### config.mk
export PLATFORM = sky130hd
export DESIGN_NAME = vr16_mem_arbiter
export DESIGN_NICKNAME = d
export VERILOG_FILES = /design/src/rtl/vr16_mem_arbiter.sv
export SDC_FILE = /design/constraint.sdc
export NUM_CORES = 1
export LEC_CHECK = 0
export BUFFER_PORTS_ARGS = -buffer_cell sky130_fd_sc_hd__buf_2
export CAP_MARGIN = 10
export CELL_PAD_IN_SITES_DETAIL_PLACEMENT = 1
export CELL_PAD_IN_SITES_GLOBAL_PLACEMENT = 2
export CORE_UTILIZATION = 29
export DETAILED_ROUTE_END_ITERATION = 8
export GPL_TIMING_DRIVEN = 0
export MAX_ROUTING_LAYER = met4
export PLACE_DENSITY = 0.9
export SYNTH_ARGS = -nofsm -noshare
export SYNTH_HDL_FRONTEND = slang
export SYNTH_SLANG_ARGS = --single-unit
### constraint.sdc
create_clock -name global_clk -period 2.5 [get_ports global_clk]
set_input_delay 0.375 -clock global_clk [delete_from_list [all_inputs] [get_ports global_clk]]
set_output_delay 0.375 -clock global_clk [all_outputs]
set_load 0.05 [all_outputs]
### src/rtl/vr16_mem_arbiter.sv
// vr16_mem_arbiter
// Shares the single-port VR16 memory between the instruction-fetch port and
// the data load/store port. One transaction is outstanding at a time: a
// requester is granted in IDLE, the memory is strobed for one cycle, a
// fixed-latency wait follows, and the owner gets a one-cycle rvalid pulse.
//
// Optional build feature:
//   VR16_ARB_PERF_EN - adds if_stall_cnt / d_stall_cnt, 16-bit saturating
//                      counts of cycles where a port requested but was not
//                      granted.
module vr16_mem_arbiter #(
  parameter int ADDR_W  = 16,
  parameter int DATA_W  = 16,
  parameter int MEM_LAT = 2     // legal range 1..15
) (
  input  logic              global_clk,
  input  logic              global_reset,   // asynchronous, active-low
`ifdef VR16_ARB_PERF_EN
  output logic [15:0]       if_stall_cnt,
  output logic [15:0]       d_stall_cnt,
`endif
  // instruction-fetch port
  input  logic              if_req,
  input  logic [ADDR_W-1:0] if_addr,
  output logic              if_gnt,
  output logic              if_rvalid,
  output logic [DATA_W-1:0] if_rdata,
  // data load/store port
  input  logic              d_req,
  input  logic              d_we,
  input  logic [ADDR_W-1:0] d_addr,
  input  logic [DATA_W-1:0] d_wdata,
  output logic              d_gnt,
  output logic              d_rvalid,
  output logic [DATA_W-1:0] d_rdata,
  // memory side
  output logic              mem_en,
  output logic              mem_we,
  output logic [ADDR_W-1:0] mem_addr,
  output logic [DATA_W-1:0] mem_wdata,
  input  logic [DATA_W-1:0] mem_rdata,
  output logic              busy
);

  typedef enum logic [1:0] {
    IDLE   = 2'd0,
    ACCESS = 2'd1,
    WAIT   = 2'd2,
    RESP   = 2'd3
  } state_t;

  // Counter reload: the capture happens when the counter reaches zero, so
  // MEM_LAT-1 puts the capture exactly MEM_LAT cycles after the mem_en cycle.
  localparam logic [3:0] WAIT_LOAD = 4'(MEM_LAT - 1);

  state_t            state;
  state_t            state_nxt;
  logic              owner_d;        // 1 = data port owns the transaction
  logic              rr_data_first;  // round-robin pointer, 1 = data wins a tie
  logic [ADDR_W-1:0] addr_q;
  logic              we_q;
  logic [DATA_W-1:0] wdata_q;
  logic [3:0]        wait_cnt;
  logic [DATA_W-1:0] if_rdata_q;
  logic [DATA_W-1:0] d_rdata_q;
  logic              grant_any;

  // Arbitration and next-state logic; grants exist only in IDLE.
  always_comb begin
    // NOTE: every output of this block is given a default first, so no path
    // leaves a signal unassigned and no latch is inferred.
    if_gnt    = 1'b0;
    d_gnt     = 1'b0;
    state_nxt = state;
    case (state)
      IDLE: begin
        // Grants are gated by reset so requesters never see a phantom
        // handshake while the block is held in reset.
        if (global_reset) begin
          if (d_req && (!if_req || rr_data_first)) begin
            d_gnt = 1'b1;
          end else if (if_req) begin
            if_gnt = 1'b1;
          end
        end
        if (if_gnt || d_gnt) begin
          state_nxt = ACCESS;
        end
      end
      ACCESS: state_nxt = WAIT;
      WAIT: begin
        if (wait_cnt == 4'd0) begin
          state_nxt = RESP;
        end
      end
      RESP:    state_nxt = IDLE;
      default: state_nxt = IDLE;
    endcase
  end

  assign grant_any = if_gnt | d_gnt;

  // State register.
  always_ff @(posedge global_clk or negedge global_reset) begin
    // NOTE: sequential state is written with non-blocking assignments so
    // every register samples the pre-edge values of the others.
    if (!global_reset) begin
      state <= IDLE;
    end else begin
      state <= state_nxt;
    end
  end

  // Transaction latches and round-robin pointer, loaded on the grant edge.
  always_ff @(posedge global_clk or negedge global_reset) begin
    if (!global_reset) begin
      owner_d       <= 1'b0;
      rr_data_first <= 1'b1;
      addr_q        <= '0;
      we_q          <= 1'b0;
      wdata_q       <= '0;
    end else if (grant_any) begin
      owner_d       <= d_gnt;
      // The port just served loses the next tie.
      rr_data_first <= if_gnt;
      addr_q        <= d_gnt ? d_addr : if_addr;
      we_q          <= d_gnt & d_we;
      wdata_q       <= d_gnt ? d_wdata : '0;
    end
  end

  // Latency counter: loaded leaving ACCESS, counts down through WAIT.
  always_ff @(posedge global_clk or negedge global_reset) begin
    if (!global_reset) begin
      wait_cnt <= 4'd0;
    end else if (state == ACCESS) begin
      wait_cnt <= WAIT_LOAD;
    end else if (state == WAIT && wait_cnt != 4'd0) begin
      wait_cnt <= wait_cnt - 4'd1;
    end
  end

  // Per-port read data registers; each holds until its port's next capture.
  always_ff @(posedge global_clk or negedge global_reset) begin
    if (!global_reset) begin
      if_rdata_q <= '0;
      d_rdata_q  <= '0;
    end else if (state == WAIT && wait_cnt == 4'd0) begin
      if (owner_d) begin
        // A store returns an acknowledge with zero data.
        d_rdata_q <= we_q ? '0 : mem_rdata;
      end else begin
        if_rdata_q <= mem_rdata;
      end
    end
  end

`ifdef VR16_ARB_PERF_EN
  // Saturating stall counters: cycles with a request but no grant.
  always_ff @(posedge global_clk or negedge global_reset) begin
    if (!global_reset) begin
      if_stall_cnt <= 16'h0000;
      d_stall_cnt  <= 16'h0000;
    end else begin
      if (if_req && !if_gnt && if_stall_cnt != 16'hFFFF) begin
        if_stall_cnt <= if_stall_cnt + 16'h0001;
      end
      if (d_req && !d_gnt && d_stall_cnt != 16'hFFFF) begin
        d_stall_cnt <= d_stall_cnt + 16'h0001;
      end
    end
  end
`else
  // Stall counters are not built; the arbiter behaves identically.
`endif

  // Memory strobe and response outputs decode straight from the state, so
  // an asynchronous reset drops them immediately.
  assign mem_en    = (state == ACCESS);
  assign mem_we    = mem_en & we_q;
  assign mem_addr  = addr_q;
  assign mem_wdata = wdata_q;
  assign busy      = (state != IDLE);
  assign if_rvalid = (state == RESP) & ~owner_d;
  assign d_rvalid  = (state == RESP) &  owner_d;
  assign if_rdata  = if_rdata_q;
  assign d_rdata   = d_rdata_q;

endmodule
==> impl_metrics.json <==
{
  "clkLatencyLatePin_ns": 0.33,
  "fin_nets": 489,
  "fin_cells": 559,
  "fp.dieH_um": 107,
  "async_flop_share": 1.00,
  "syn_avg_cell_area_sq_um": 12.2,
  "crit_buf_inv": 4,
  "ys.flop_type": "dfrtp_1",
  "ant_nets": 0,
  "cap_violations": 0,
  "wire_per_inst_um": 15.3,
  "netSwitchingFraction": 0.520,
  "fin_ws_ns": 0.130,
  "period_needed_ns": 2.37,
  "cp_slowest_cell": "dfrtp_1",
  "dp_hpwl_um": 6330,
  "vias": 2644,
  "synthCells": 263,
  "seqCellArea_sq_um": 1830,
  "multi_input_area_sq_um": 1240,
  "num_antenna_cells": 0,
  "synth_seq_cells": 73,
  "die_w_um": 107,
  "fin_hold_ws_ns": 0.00538,
  "first_pass_iters": 4,
  "grt_pass1_wl_um": 13900,
  "synthTopCellsByCount": "dfrtp_1 (72), mux2_2 (33), o211ai_1 (33), inv_1 (24), nor2b_1 (18)",
  "p_sw_mw": 3.51,
  "nFillCells": 1249,
  "worst_pin_slew_ns": 0.600,
  "synth_fp_nets": 338,
  "setup_viol_count_final": 0,
  "p_clk_frac": 0.135,
  "setup.worst_path.class": "reg2out",
  "htree_levels": 3,
  "drc": 0,
  "clk_pin_slew_worst_paths_ns": 0.08,
  "final_util": 0.401,
  "critical_path.max_stage_delay_ns": 0.43,
  "post-route-period-util": 0.948,
  "ys_seq_area_frac": 0.570,
  "post_dp_cell_area_sq_um": 4100,
  "cpLargestDelayFamily": "buffers and inverters",
  "grt_max_degree": 41,
  "fin_worst_skew_ns": 0.00945,
  "cts_buffer_depth": 2,
  "synth.area.top_cells": "dfrtp_1 (56%), mux2_2 (12%), o211ai_1 (7.7%)",
  "worstHoldPathType": "in2async",
  "cp-end-kind": "output port",
  "seq_power_share": 0.307,
  "final_area_sq_um": 4330,
  "numCtsBuffers": 9,
  "critPathArrivalTime_ns": 1.99,
  "grt.total_usage": 0.158,
  "hold_viol": 0,
  "drive_above_1_share": 0.489,
  "yosys_warnings": 0,
  "outcome": "complete, no violations",
  "cts-root-buf": "clkbuf_8",
  "start_util": 0.297,
  "rows": 38,
  "io_buffers": 139,
  "dp_slack_ns": -0.171,
  "start_kind": "flop",
  "crit_required_ns": 2.12,
  "cellLeakagePower_nw": 2.19,
  "netlist_area_sq_um": 3210,
  "area_growth_pct": 34.9,
  "synth_most_common_cell": "dfrtp_1",
  "antenna_found_initial": 0,
  "drt_iter0_markers": 85,
  "wl_um": 8530,
  "io_pins": 140,
  "synth-edff-count": 0,
  "p_int_mw": 3.24,
  "maxSlewViolCount": 0,
  "cp_cell_sequence": "inv_2, ha_4, nand3_4, or2_1, buf_4, inv_4, buf_6",
  "vias_per_cell": 4.73,
  "worst-path-max-fanout": 18,
  "synthDominantCellAreaShare": 0.561,
  "core-area_sq_um": 10800,
  "gp_congestion": 0.745,
  "grt_setup_unrepaired": "false",
  "combPwrFrac": 0.557,
  "relSlewSlack": 0.600,
  "irDropWorstVdd_v": 0.000553,
  "placedCellCount": 543,
  "cts_tree": "built",
  "grt_pass1_vias": 2761,
  "cts_sinks": 73,
  "yosysTopAreaCell": "dfrtp_1",
  "overflow": 0,
  "dieArea_sq_um": 11500,
  "timing.fmax_mhz": 422,
  "yosysUniqueCellTypes": 30,
  "powerDensity_nw_per_um2": 1560
}
[power groups by stage]
stage          clock network [mW]  registers [mW]  logic [mW]
6_report                    0.915            2.08        3.77
5_1_grt                      1.01            2.15        3.99
4_1_cts                     0.949            2.08        3.80
3_5_place_dp                    0            2.10        3.74
3_3_place_gp                    0            2.07        3.66
2_1_floorplan                   0            3.77        1.11
[registers in the layout, indices dropped and copies added, names as in the netlist]
name	flops
mem_addr	16
we_q	1
if_rdata	16
wait_cnt	4
owner_d	1
rr_data_first	1
state	2
d_rdata	16
mem_wdata	16
[per-stage QoR]
step,setup TNS [ns],total power [mW]
floorplan,0,4.88
global placement,-28.47,5.73
detailed placement,-0.171,5.84
CTS,0,6.83
global route,0,7.15
finish,0,6.76
[what timing repair did]
action                     CTS  global route
resized for setup            8             0
gates cloned                 0             0
pin swaps                    1             0
hold buffers                 0             0
setup endpoints to repair    1             1
setup buffers                1             0
[placed cells by master (no fill, tap or decap)]
| master | instances |
|---|---|
| o21ai_0 | 5 |
| nand3_2 | 1 |
| clkinv_4 | 1 |
| inv_4 | 1 |
| nor3b_2 | 1 |
| ha_4 | 1 |
| o22a_1 | 1 |
| a22oi_1 | 1 |
| ha_1 | 5 |
| or4_1 | 2 |
| o211a_1 | 1 |
| nand3_4 | 1 |
| nor2b_1 | 18 |
| buf_12 | 1 |
| nand3_1 | 1 |
| dfrtp_1 | 72 |
| or3_1 | 3 |
| or3b_4 | 1 |
| buf_4 | 3 |
| mux2_2 | 33 |
| and2_1 | 2 |
| nor3_1 | 1 |
| inv_2 | 2 |
| inv_1 | 22 |
| bufinv_16 | 1 |
| clkbuf_1 | 7 |
| clkbuf_8 | 9 |
| nor3_4 | 1 |
| dfstp_2 | 1 |
| a21oi_1 | 5 |
| or2_1 | 1 |
| buf_6 | 2 |
| nand2_1 | 16 |
| o211ai_1 | 33 |
| clkinv_2 | 2 |
| clkinvlp_4 | 3 |
| a21o_1 | 1 |
| buf_2 | 140 |
| a22o_1 | 17 |
[routing by layer]
metal,GRT usage,wire (um),vias up
li1,-,-,1233
met1,0.202,3820,1317
met2,0.254,4220,86
met3,0.0298,404,8
met4,0.0470,89,0
met5,-,0,-
[path summary, 6_finish.rpt]
kind	from	endpoint	slack (ns)	depth (start not counted)
max reg2reg	wait_cnt[0]	if_rdata[13]	0.38	6
min reg2reg	mem_wdata[5]	mem_wdata[5]	0.50	1
min in group global_clk	d_wdata[5]	mem_wdata[5]	0.25	2
max in group asynchronous	global_reset	mem_wdata[0]	1.90	2
min	global_reset	d_rdata[9]	0.005	1
max	state[1]	d_gnt	0.13	7
[layout make-up]
type	instances	area share
Clock buffer	9	0.0286
Multi-Input combinational cell	152	0.287
Inverter	25	0.0223
Buffer	12	0.0139
Tap cell	140	0.0405
Timing Repair Buffer	141	0.169
Clock inverter	7	0.0165
Sequential cell	73	0.422
[cell families (layout without fill, tap and decap cells)]
| group | Yosys count | in the layout | share of synthesized area |
|---|---|---|---|
| and+or+nand+nor | 49 | 49 | 0.0904 |
| muxes | 33 | 33 | 0.116 |
| adders and majority gates | 6 | 6 | 0.0234 |
| DFF | 73 | 73 | 0.570 |
| AOI/OAI and AO/OA | 64 | 64 | 0.150 |
| buffers and inverters | 38 | 194 | 0.0511 |
[worst register-to-register path: cells and delay by family, from the launching register on]
| kind | cells | cell delay (ns) |
|---|---|---|
| fa+ha+maj | 1 | 0.17 |
| simple gates | 2 | 0.76 |
| flops | 1 | 0.40 |
| buf+inv | 2 | 0.33 |
| mux | 1 | 0.35 |
No activity file was read; power rests on OpenSTA's default activity.
